==> src/rtl/exec_pkg.sv <==
`default_nettype none
// ============================================================================
// Module      : exec_pkg
// Description : Shared definitions for the execution unit: function-select
//               opcodes, PSR bit positions, memory-write / writeback-select
//               encodings and the sequential multiplier state type.
// Revision    : 1.0 - initial release
// ============================================================================
package exec_pkg;

    // Function-select opcodes
    localparam logic [4:0] FS_PASS_A = 5'b00000;
    localparam logic [4:0] FS_INC_A  = 5'b00001;
    localparam logic [4:0] FS_ADD    = 5'b00010;
    localparam logic [4:0] FS_SUB    = 5'b00101;
    localparam logic [4:0] FS_DEC_A  = 5'b00110;
    localparam logic [4:0] FS_AND    = 5'b01000;
    localparam logic [4:0] FS_OR     = 5'b01010;
    localparam logic [4:0] FS_XOR    = 5'b01100;
    localparam logic [4:0] FS_NOT_A  = 5'b01110;
    localparam logic [4:0] FS_PASS_B = 5'b10000;
    localparam logic [4:0] FS_LSL    = 5'b10100;
    localparam logic [4:0] FS_LSR    = 5'b11000;
    localparam logic [4:0] FS_ASR    = 5'b10101;
    localparam logic [4:0] FS_ROR    = 5'b11001;
    localparam logic [4:0] FS_MUL    = 5'b11100;

    // PSR layout is {V,C,N,Z}
    localparam int PSR_Z = 0;
    localparam int PSR_N = 1;
    localparam int PSR_C = 2;
    localparam int PSR_V = 3;

    // Memory-write select
    typedef enum logic {
        MW_ALU = 1'b0,
        MW_MEM = 1'b1
    } mw_sel_t;

    // Writeback-source select, carried through to MD_1 for the next stage
    typedef enum logic [1:0] {
        MD_FUNC = 2'b00,
        MD_DATA = 2'b01,
        MD_PC   = 2'b10,
        MD_RSVD = 2'b11
    } md_sel_t;

    typedef enum logic [0:0] {
        MUL_IDLE = 1'b0,
        MUL_RUN  = 1'b1
    } mul_state_t;

endpackage
`default_nettype wire

==> src/rtl/exec_mul_seq.sv <==
`default_nettype none
// ============================================================================
// Module      : exec_mul_seq
// Description : Unsigned shift-add multiplier, one partial product per cycle.
//               i_start loads the operands; WIDTH iterations follow with
//               o_busy high. o_done is high during the final iteration cycle
//               and o_product then carries the completed 2*WIDTH-bit product
//               so the caller can capture it on that same edge.
// Ports       : CLK, reset (async active-low)
//               i_start, i_a, i_b          - launch a multiply
//               o_busy, o_done, o_product  - status and result
// Revision    : 1.0 - initial release
// ============================================================================
module exec_mul_seq
    import exec_pkg::*;
#(
    parameter int WIDTH = 32
) (
    input  logic                 CLK,
    input  logic                 reset,
    input  logic                 i_start,
    input  logic [WIDTH-1:0]     i_a,
    input  logic [WIDTH-1:0]     i_b,
    output logic                 o_busy,
    output logic                 o_done,
    output logic [2*WIDTH-1:0]   o_product
);

    localparam int CNT_W = $clog2(WIDTH);

    mul_state_t             r_state;
    logic [WIDTH-1:0]       r_mcand;
    // Upper half accumulates partial sums, lower half holds the unconsumed
    // multiplier bits; both shift right one place per iteration.
    logic [2*WIDTH-1:0]     r_prod;
    logic [CNT_W-1:0]       r_cnt;

    logic [WIDTH:0]         w_sum;
    logic [2*WIDTH-1:0]     w_next;
    logic                   w_last;

    assign w_sum  = {1'b0, r_prod[2*WIDTH-1:WIDTH]}
                  + (r_prod[0] ? {1'b0, r_mcand} : {(WIDTH+1){1'b0}});
    assign w_next = {w_sum, r_prod[WIDTH-1:1]};
    assign w_last = (r_cnt == CNT_W'(WIDTH - 1));

    assign o_busy    = (r_state == MUL_RUN);
    assign o_done    = (r_state == MUL_RUN) && w_last;
    assign o_product = w_next;

    always_ff @(posedge CLK or negedge reset) begin
        if (!reset) begin
            r_state <= MUL_IDLE;
            r_mcand <= '0;
            r_prod  <= '0;
            r_cnt   <= '0;
        end else begin
            case (r_state)
                MUL_IDLE: begin
                    if (i_start) begin
                        r_mcand <= i_a;
                        r_prod  <= {{WIDTH{1'b0}}, i_b};
                        r_cnt   <= '0;
                        r_state <= MUL_RUN;
                    end
                end
                MUL_RUN: begin
                    r_prod <= w_next;
                    r_cnt  <= r_cnt + 1'b1;
                    if (w_last) begin
                        r_state <= MUL_IDLE;
                    end
                end
                default: r_state <= MUL_IDLE;
            endcase
        end
    end

endmodule
`default_nettype wire

==> src/rtl/exec_unit_param.sv <==
`default_nettype none
// ============================================================================
// Module      : exec_unit_param
// Description : Parameterised execution unit. Single-cycle ALU/shifter,
//               sequential multiplier, memory-op address/data formation and
//               a {V,C,N,Z} status register, behind valid/ready handshakes.
// Ports       : CLK, reset (async active-low, released to CLK)
//               in_valid/in_ready, PC_2, A, B, FS, SH, MW, PS, RW, DA, MD
//               out_valid/out_ready, FUNC_OUT, DATA_OUT, ADDR_OUT, PC_OUT,
//               RW_1, DA_1, MD_1, PSR, NxorV, busy
// Revision    : 1.0 - initial release
// ============================================================================
module exec_unit_param
    import exec_pkg::*;
#(
    parameter int WIDTH = 32,
    parameter int PC_W  = 16,
    parameter int DA_W  = 5
) (
    input  logic                       CLK,
    input  logic                       reset,
    input  logic                       in_valid,
    output logic                       in_ready,
    input  logic [PC_W-1:0]            PC_2,
    input  logic [WIDTH-1:0]           A,
    input  logic [WIDTH-1:0]           B,
    input  logic [4:0]                 FS,
    input  logic [$clog2(WIDTH)-1:0]   SH,
    input  logic                       MW,
    input  logic                       PS,
    input  logic                       RW,
    input  logic [DA_W-1:0]            DA,
    input  logic [1:0]                 MD,
    output logic                       out_valid,
    input  logic                       out_ready,
    output logic [WIDTH-1:0]           FUNC_OUT,
    output logic [WIDTH-1:0]           DATA_OUT,
    output logic [PC_W-1:0]            ADDR_OUT,
    output logic [PC_W-1:0]            PC_OUT,
    output logic                       RW_1,
    output logic [DA_W-1:0]            DA_1,
    output logic [1:0]                 MD_1,
    output logic [3:0]                 PSR,
    output logic                       NxorV,
    output logic                       busy
);

    localparam int SH_W = $clog2(WIDTH);

    // Output and status registers
    logic                r_run;        // goes high on the first edge after reset release
    logic                r_out_valid;
    logic [WIDTH-1:0]    r_func;
    logic [WIDTH-1:0]    r_data;
    logic [PC_W-1:0]     r_addr;
    logic [PC_W-1:0]     r_pc;
    logic                r_rw;
    logic [DA_W-1:0]     r_da;
    logic [1:0]          r_md;
    logic [3:0]          r_psr;
    // Side-band of the multiply in flight
    logic [PC_W-1:0]     r_p_pc;
    logic [WIDTH-1:0]    r_p_b;
    logic                r_p_rw;
    logic [DA_W-1:0]     r_p_da;
    logic [1:0]          r_p_md;
    logic                r_p_ps;

    logic                w_accept, w_is_mul, w_mul_busy, w_mul_done;
    logic [2*WIDTH-1:0]  w_product;
    logic [WIDTH-1:0]    w_add_y, w_res, w_ror;
    logic                w_add_cin, w_add_v, w_c, w_v, w_op_ok;
    logic [WIDTH:0]      w_sum, w_lsl, w_lsr, w_asr;
    logic [SH_W:0]       w_ror_amt;
    logic [PC_W-1:0]     w_addr_a;
    logic [3:0]          w_flags, w_mul_flags;

    assign w_is_mul = (FS == FS_MUL) && (MW == MW_ALU);
    assign in_ready = r_run && !w_mul_busy && (!r_out_valid || out_ready);
    assign w_accept = in_valid && in_ready;

    exec_mul_seq #(.WIDTH(WIDTH)) u_mul (
        .CLK       (CLK),
        .reset     (reset),
        .i_start   (w_accept && w_is_mul),
        .i_a       (A),
        .i_b       (B),
        .o_busy    (w_mul_busy),
        .o_done    (w_mul_done),
        .o_product (w_product)
    );

    // All add/subtract forms share one adder: A + y + cin.
    always_comb begin
        w_add_y   = '0;
        w_add_cin = 1'b0;
        case (FS)
            FS_INC_A: w_add_cin = 1'b1;
            FS_ADD:   w_add_y   = B;
            FS_SUB:   begin w_add_y = ~B; w_add_cin = 1'b1; end
            FS_DEC_A: w_add_y   = '1;
            default:  w_add_y   = '0;
        endcase
    end

    assign w_sum   = {1'b0, A} + {1'b0, w_add_y} + {{WIDTH{1'b0}}, w_add_cin};
    assign w_add_v = (A[WIDTH-1] == w_add_y[WIDTH-1]) && (w_sum[WIDTH-1] != A[WIDTH-1]);

    // One guard bit on each shifter catches the last bit shifted out;
    // it stays 0 when SH=0.
    assign w_lsl     = {1'b0, B} << SH;
    assign w_lsr     = {B, 1'b0} >> SH;
    assign w_asr     = $signed({B, 1'b0}) >>> SH;
    assign w_ror_amt = (SH_W+1)'(WIDTH) - {1'b0, SH};
    assign w_ror     = (B >> SH) | (B << w_ror_amt);

    always_comb begin
        w_res   = '0;
        w_c     = 1'b0;
        w_v     = 1'b0;
        w_op_ok = 1'b1;
        case (FS)
            FS_PASS_A: w_res = A;
            FS_INC_A, FS_ADD, FS_SUB, FS_DEC_A: begin
                w_res = w_sum[WIDTH-1:0];
                w_c   = w_sum[WIDTH];
                w_v   = w_add_v;
            end
            FS_AND:    w_res = A & B;
            FS_OR:     w_res = A | B;
            FS_XOR:    w_res = A ^ B;
            FS_NOT_A:  w_res = ~A;
            FS_PASS_B: w_res = B;
            FS_LSL:    begin w_res = w_lsl[WIDTH-1:0]; w_c = w_lsl[WIDTH]; end
            FS_LSR:    begin w_res = w_lsr[WIDTH:1];   w_c = w_lsr[0];     end
            FS_ASR:    begin w_res = w_asr[WIDTH:1];   w_c = w_asr[0];     end
            FS_ROR:    begin w_res = w_ror;            w_c = w_lsr[0];     end
            FS_MUL:    w_res = '0;   // result comes from the multiplier
            default:   w_op_ok = 1'b0;
        endcase
    end

    always_comb begin
        w_flags        = '0;
        w_flags[PSR_V] = w_v;
        w_flags[PSR_C] = w_c;
        w_flags[PSR_N] = w_res[WIDTH-1];
        w_flags[PSR_Z] = (w_res == '0);

        w_mul_flags        = '0;
        w_mul_flags[PSR_V] = |w_product[2*WIDTH-1:WIDTH];
        w_mul_flags[PSR_N] = w_product[WIDTH-1];
        w_mul_flags[PSR_Z] = (w_product[WIDTH-1:0] == '0);
    end

    generate
        if (PC_W <= WIDTH) begin : g_addr_trunc
            assign w_addr_a = A[PC_W-1:0];
        end else begin : g_addr_ext
            assign w_addr_a = {{(PC_W-WIDTH){1'b0}}, A};
        end
    endgenerate

    always_ff @(posedge CLK or negedge reset) begin
        if (!reset) begin
            r_run       <= 1'b0;
            r_out_valid <= 1'b0;
            r_func      <= '0;
            r_data      <= '0;
            r_addr      <= '0;
            r_pc        <= '0;
            r_rw        <= 1'b0;
            r_da        <= '0;
            r_md        <= '0;
            r_psr       <= '0;
            r_p_pc      <= '0;
            r_p_b       <= '0;
            r_p_rw      <= 1'b0;
            r_p_da      <= '0;
            r_p_md      <= '0;
            r_p_ps      <= 1'b0;
        end else begin
            r_run <= 1'b1;
            if (w_accept && !w_is_mul) begin
                r_out_valid <= 1'b1;
                r_func      <= (MW == MW_MEM) ? A : w_res;
                r_data      <= B;
                r_addr      <= (MW == MW_MEM) ? w_addr_a : '0;
                r_pc        <= PC_2;
                r_rw        <= RW;
                r_da        <= DA;
                r_md        <= MD;
                if (PS && (MW == MW_ALU) && w_op_ok) begin
                    r_psr <= w_flags;
                end
            end else if (w_accept) begin
                // Any previous result left on this edge (in_ready implies it)
                r_out_valid <= 1'b0;
                r_p_pc      <= PC_2;
                r_p_b       <= B;
                r_p_rw      <= RW;
                r_p_da      <= DA;
                r_p_md      <= MD;
                r_p_ps      <= PS;
            end else if (w_mul_done) begin
                r_out_valid <= 1'b1;
                r_func      <= w_product[WIDTH-1:0];
                r_data      <= r_p_b;
                r_addr      <= '0;
                r_pc        <= r_p_pc;
                r_rw        <= r_p_rw;
                r_da        <= r_p_da;
                r_md        <= r_p_md;
                if (r_p_ps) begin
                    r_psr <= w_mul_flags;
                end
            end else if (r_out_valid && out_ready) begin
                r_out_valid <= 1'b0;
            end
        end
    end

    assign out_valid = r_out_valid;
    assign FUNC_OUT  = r_func;
    assign DATA_OUT  = r_data;
    assign ADDR_OUT  = r_addr;
    assign PC_OUT    = r_pc;
    assign RW_1      = r_rw;
    assign DA_1      = r_da;
    assign MD_1      = r_md;
    assign PSR       = r_psr;
    assign NxorV     = r_psr[PSR_N] ^ r_psr[PSR_V];
    assign busy      = w_mul_busy;

endmodule
`default_nettype wire
==> config.mk <==
export PLATFORM = sky130hd
export DESIGN_NAME = exec_unit_param
export DESIGN_NICKNAME = d
export VERILOG_FILES = /design/src/rtl/exec_pkg.sv /design/src/rtl/exec_mul_seq.sv /design/src/rtl/exec_unit_param.sv
export SDC_FILE = /design/constraint.sdc
export NUM_CORES = 1
export LEC_CHECK = 0
export ABC_AREA = 1
export CORE_ASPECT_RATIO = 2
export CORE_UTILIZATION = 33
export CTS_CLUSTER_DIAMETER = 80
export DETAILED_ROUTE_END_ITERATION = 12
export MAX_ROUTING_LAYER = met4
export PLACE_DENSITY = 0.5
export SLEW_MARGIN = 30
export SYNTH_ARGS = -nofsm -noshare
export SYNTH_HDL_FRONTEND = slang
export SYNTH_SLANG_ARGS = --single-unit
==> constraint.sdc <==
create_clock -name CLK -period 7.1 [get_ports CLK]
set_input_delay 1.42 -clock CLK [delete_from_list [all_inputs] [get_ports CLK]]
set_output_delay 1.42 -clock CLK [all_outputs]
set_load 0.03 [all_outputs]
==> results.yml <==
drt:
  routed.top_layer: "met4"
  drc: 0
  ant_nets: 0
  wl_per_cell_um: 29.7
  wl_met1_mm: 49.6
  vias: 28800
  drtIter0Drc: 2569
  viasPerCell: 5.80
  first_pass_iters: 9
  wl_met3_mm: 9.75
  wl_mm: 147
  wl_met2_mm: 71.3
sta:
  finalSetupViolCount: 0
  max_freq_mhz: 169
  setup_tns_ps: 0
  hold_ws_ps: 481
  setup_slack_ps: 1170
  slew_headroom_pct: 33.7
  hold_violations: 0
  skew_ps: 16.9
  period_needed_ps: 5930
  period_share_pct: 83.6
  rsz0062_at_grt: "false"
  worst_pin_slew_ps: 994
  report.final.slew_viol_count: 0
clock_tree:
  clk_pin_slew_ps: 80
  clock_path_buffers: 3
  cts-resized-gates: 0
  cts_root_buffer: "clkbuf_16"
  cts_setup_buffers: 0
  cts_tree: "done"
  htree_levels: 1
  cts_buffers: 26
  clock_latency_ps: 580
  cts_sinks: 269
  cts_hold_buffers: 0
yosys:
  synth-main-ff-cell: "dfrtp_1"
  syn-cell-area_mm2: 0.0243
  synth_area_leaders: "dfrtp_1 (28%), nand2_1 (19%), nand3_1 (13%)"
  synth_edf_count: 0
  yosysMostFrequentCell: "nand2_1"
  async_flop_share_pct: 100
  ys_types: 54
  ys_ff_latch: 269
  yosysTopAreaCellShare_pct: 27.8
  yosysTopAreaCell: "dfrtp_1"
  synth_nets: 4117
  syn_avg_cell_area_um2: 6.25
  synthCells: 3880
  yosys-top-cells-count: "nand2_1 (1222), nand3_1 (647), inv_1 (354), nor2_1 (309), dfrtp_1 (269)"
  ys_warn_count: 0
  ys_seq_area_share_pct: 27.8
global_route:
  grt_pass1_vias: 28600
  grt_use_total_pct: 40.5
  grt.overflow.total: 0
  grt_max_degree: 120
  grt_pass1_wl_mm: 207
  antenna_found_initial: 12
placed_design:
  preCtsSetupSlack_ps: 907
  placed_cells: 4895
  globalplace.congestion: 1.10
  hpwl_mm: 113
  io_buffers: 215
min_path:
  hold_path.class: "reg2reg"
  hold_start: "r_p_ps$_DFFE_PN0P_"
  hold_depth: 2
  min_to: "r_p_ps$_DFFE_PN0P_"
power_and_ir_drop:
  pwr-share-seq_pct: 33.8
  combPwrFrac_pct: 42.8
  leakage_nw: 14.1
  peakVddDrop_v: 0.000169
  power_density_mw_per_mm2: 236
  p_int_mw: 3.73
  netSwitchingFraction_pct: 44.0
  p_clk_share_pct: 23.4
  p_sw_mw: 2.93
floorplan:
  dieWidth_um: 194
  ios: 216
  start_util_pct: 33.4
  row_count: 140
  core_area_mm2: 0.0727
  die-area_mm2: 0.0747
  die_h_um: 385
critical_path:
  reg2reg_from: "u_mul.o_busy$_DFF_PN0_"
  cp_max_fo: 17
  crit_slowest_cell: "clkdlybuf4s50_1"
  path_cells: "clkdlybuf4s50_1 > nor2_1 > nand2_2 > inv_1 > nand2_1 > buf_4 > o211ai_1 > ha_1 > nand2_1 > nor4_4 > nand3_1 > nand2_1 > nand2_1 > nand3_1 > nand3_1 > nor2_1 > nand3_1 > nor2_1 > nand2_1 > a21oi_2"
  max_stage_delay_ps: 810
  r2r_cells: 13
  crit_top_cell: "nand2_1"
  crit_buf_inv: 3
  cp-start-kind: "input port"
  crit_type: "in2reg"
  r2r_slack_ps: 3180
  arrival_ps: 6450
  end_kind: "flip-flop"
  regToRegEndpoint: "PSR[0]$_DFFE_PN0P_"
  cp.required_ps: 7610
  crit_family: "simple AND/OR/NAND/NOR gates"
finish:
  final-seq-area_mm2: 0.00673
  finalNonFillerCells: 4956
  multi_input_area_mm2: 0.0152
  n_fill_cell: 8176
  fin_nets: 4239
  final_util_pct: 38.9
  syn_to_final_growth_pct: 16.6
  drive_gt1_share_pct: 4.92
run:
  max_cap_viol_count: 0
outcome:
  outcome: "complete, no violations"
[power by group through the flow]
stage	logic (mW)	registers [mW]	clock network, mW
2_1_floorplan	1.31	2.48	0
3_3_place_gp	2.77	2.26	0
3_5_place_dp	2.78	2.27	0
4_1_cts	2.79	2.24	1.60
5_1_grt	3.04	2.29	1.64
6_report	2.85	2.25	1.56
[worst max-delay path by stage]
stage | start | to | slack (ps) | cells after the start
after global placement | FS[4] | PSR[0]$_DFFE_PN0P_ | 530 | 20
after CTS | FS[4] | PSR[0]$_DFFE_PN0P_ | 1500 | 20
after detailed placement | FS[4] | PSR[0]$_DFFE_PN0P_ | 910 | 20
final | FS[4] | PSR[0]$_DFFE_PN0P_ | 1170 | 20
after floorplan | FS[4] | PSR[0]$_DFFE_PN0P_ | 2530 | 22
after global routing | FS[4] | PSR[0]$_DFFE_PN0P_ | 1040 | 24
[flip-flops by register name, summed over array words and instances (netlist names)]
register and cells:
r_p_da 5, r_p_ps 1, r_p_b 32, r_run 1, r_p_rw 1, u_mul.r_mcand 32, PC_OUT 16, DA_1 5
u_mul.r_cnt 5, MD_1 2, PSR 4, FUNC_OUT 32, u_mul.r_prod 64, out_valid 1, u_mul.o_busy 1, ADDR_OUT 16
r_p_md 2, DATA_OUT 32, r_p_pc 16, RW_1 1
[cells in the final DEF (no fill, tap or decap), drive strengths merged, types with 11 or more instances in the layout]
cell / n
a21oi: 146
a221oi: 15
a22o: 17
and2: 11
buf: 73
clkbuf: 32
clkdlybuf4s50: 210
clkinv: 11
dfrtp: 269
diode: 12
ha: 130
inv: 376
nand2: 1238
nand3: 650
nand3b: 15
nand4: 45
nor2: 326
nor3: 26
nor4: 14
o211ai: 80
o21ai: 234
o221ai: 32
[final cells by class]
type / instances / share of cell area [%]
Sequential cell: 269 / 23.8
Antenna cell: 12 / 0.106
Clock inverter: 15 / 0.765
Multi-Input combinational cell: 3044 / 53.9
Timing Repair Buffer: 283 / 9.77
Inverter: 378 / 5.05
Tap cell: 923 / 4.08
Clock buffer: 32 / 2.56
[logic make-up (layout without fill, tap and decap cells)]
| logic type | after synthesis | in the layout | share of synthesized area [%] |
|---|---|---|---|
| AO/OA/AOI/OAI | 558 | 558 | 13.7 |
| XOR/XNOR | 14 | 14 | 0.506 |
| adder cells (fa/ha/maj) | 133 | 133 | 6.95 |
| buffers and inverters | 567 | 708 | 9.73 |
| flip-flops | 269 | 269 | 27.8 |
| multiplexers | 1 | 1 | 0.0413 |
| other | 1 | 13 | 0.0155 |
| AND/OR/NAND/NOR | 2337 | 2337 | 41.3 |
[stage by stage]
stage	area (um2)	power (mW)
4_1_cts	28200	6.63
3_3_place_gp	27200	5.03
2_1_floorplan	24300	3.79
3_5_place_dp	27200	5.05
5_1_grt	28300	6.97
6_report	28300	6.66
[layer usage]
metal,vias to the layer above,GRT usage [%]
li1,13100,-
met4,0,38.2
met2,1251,67.6
met1,13800,38.5
met5,-,-
met3,537,9.46
[worst min-delay path: cells and delay by family, from the launching register on]
kind	cells	cell delay [ps]
DFF	1	350
and+or+nand+nor	2	100
Note: power is estimated with default switching activity, not from simulation.
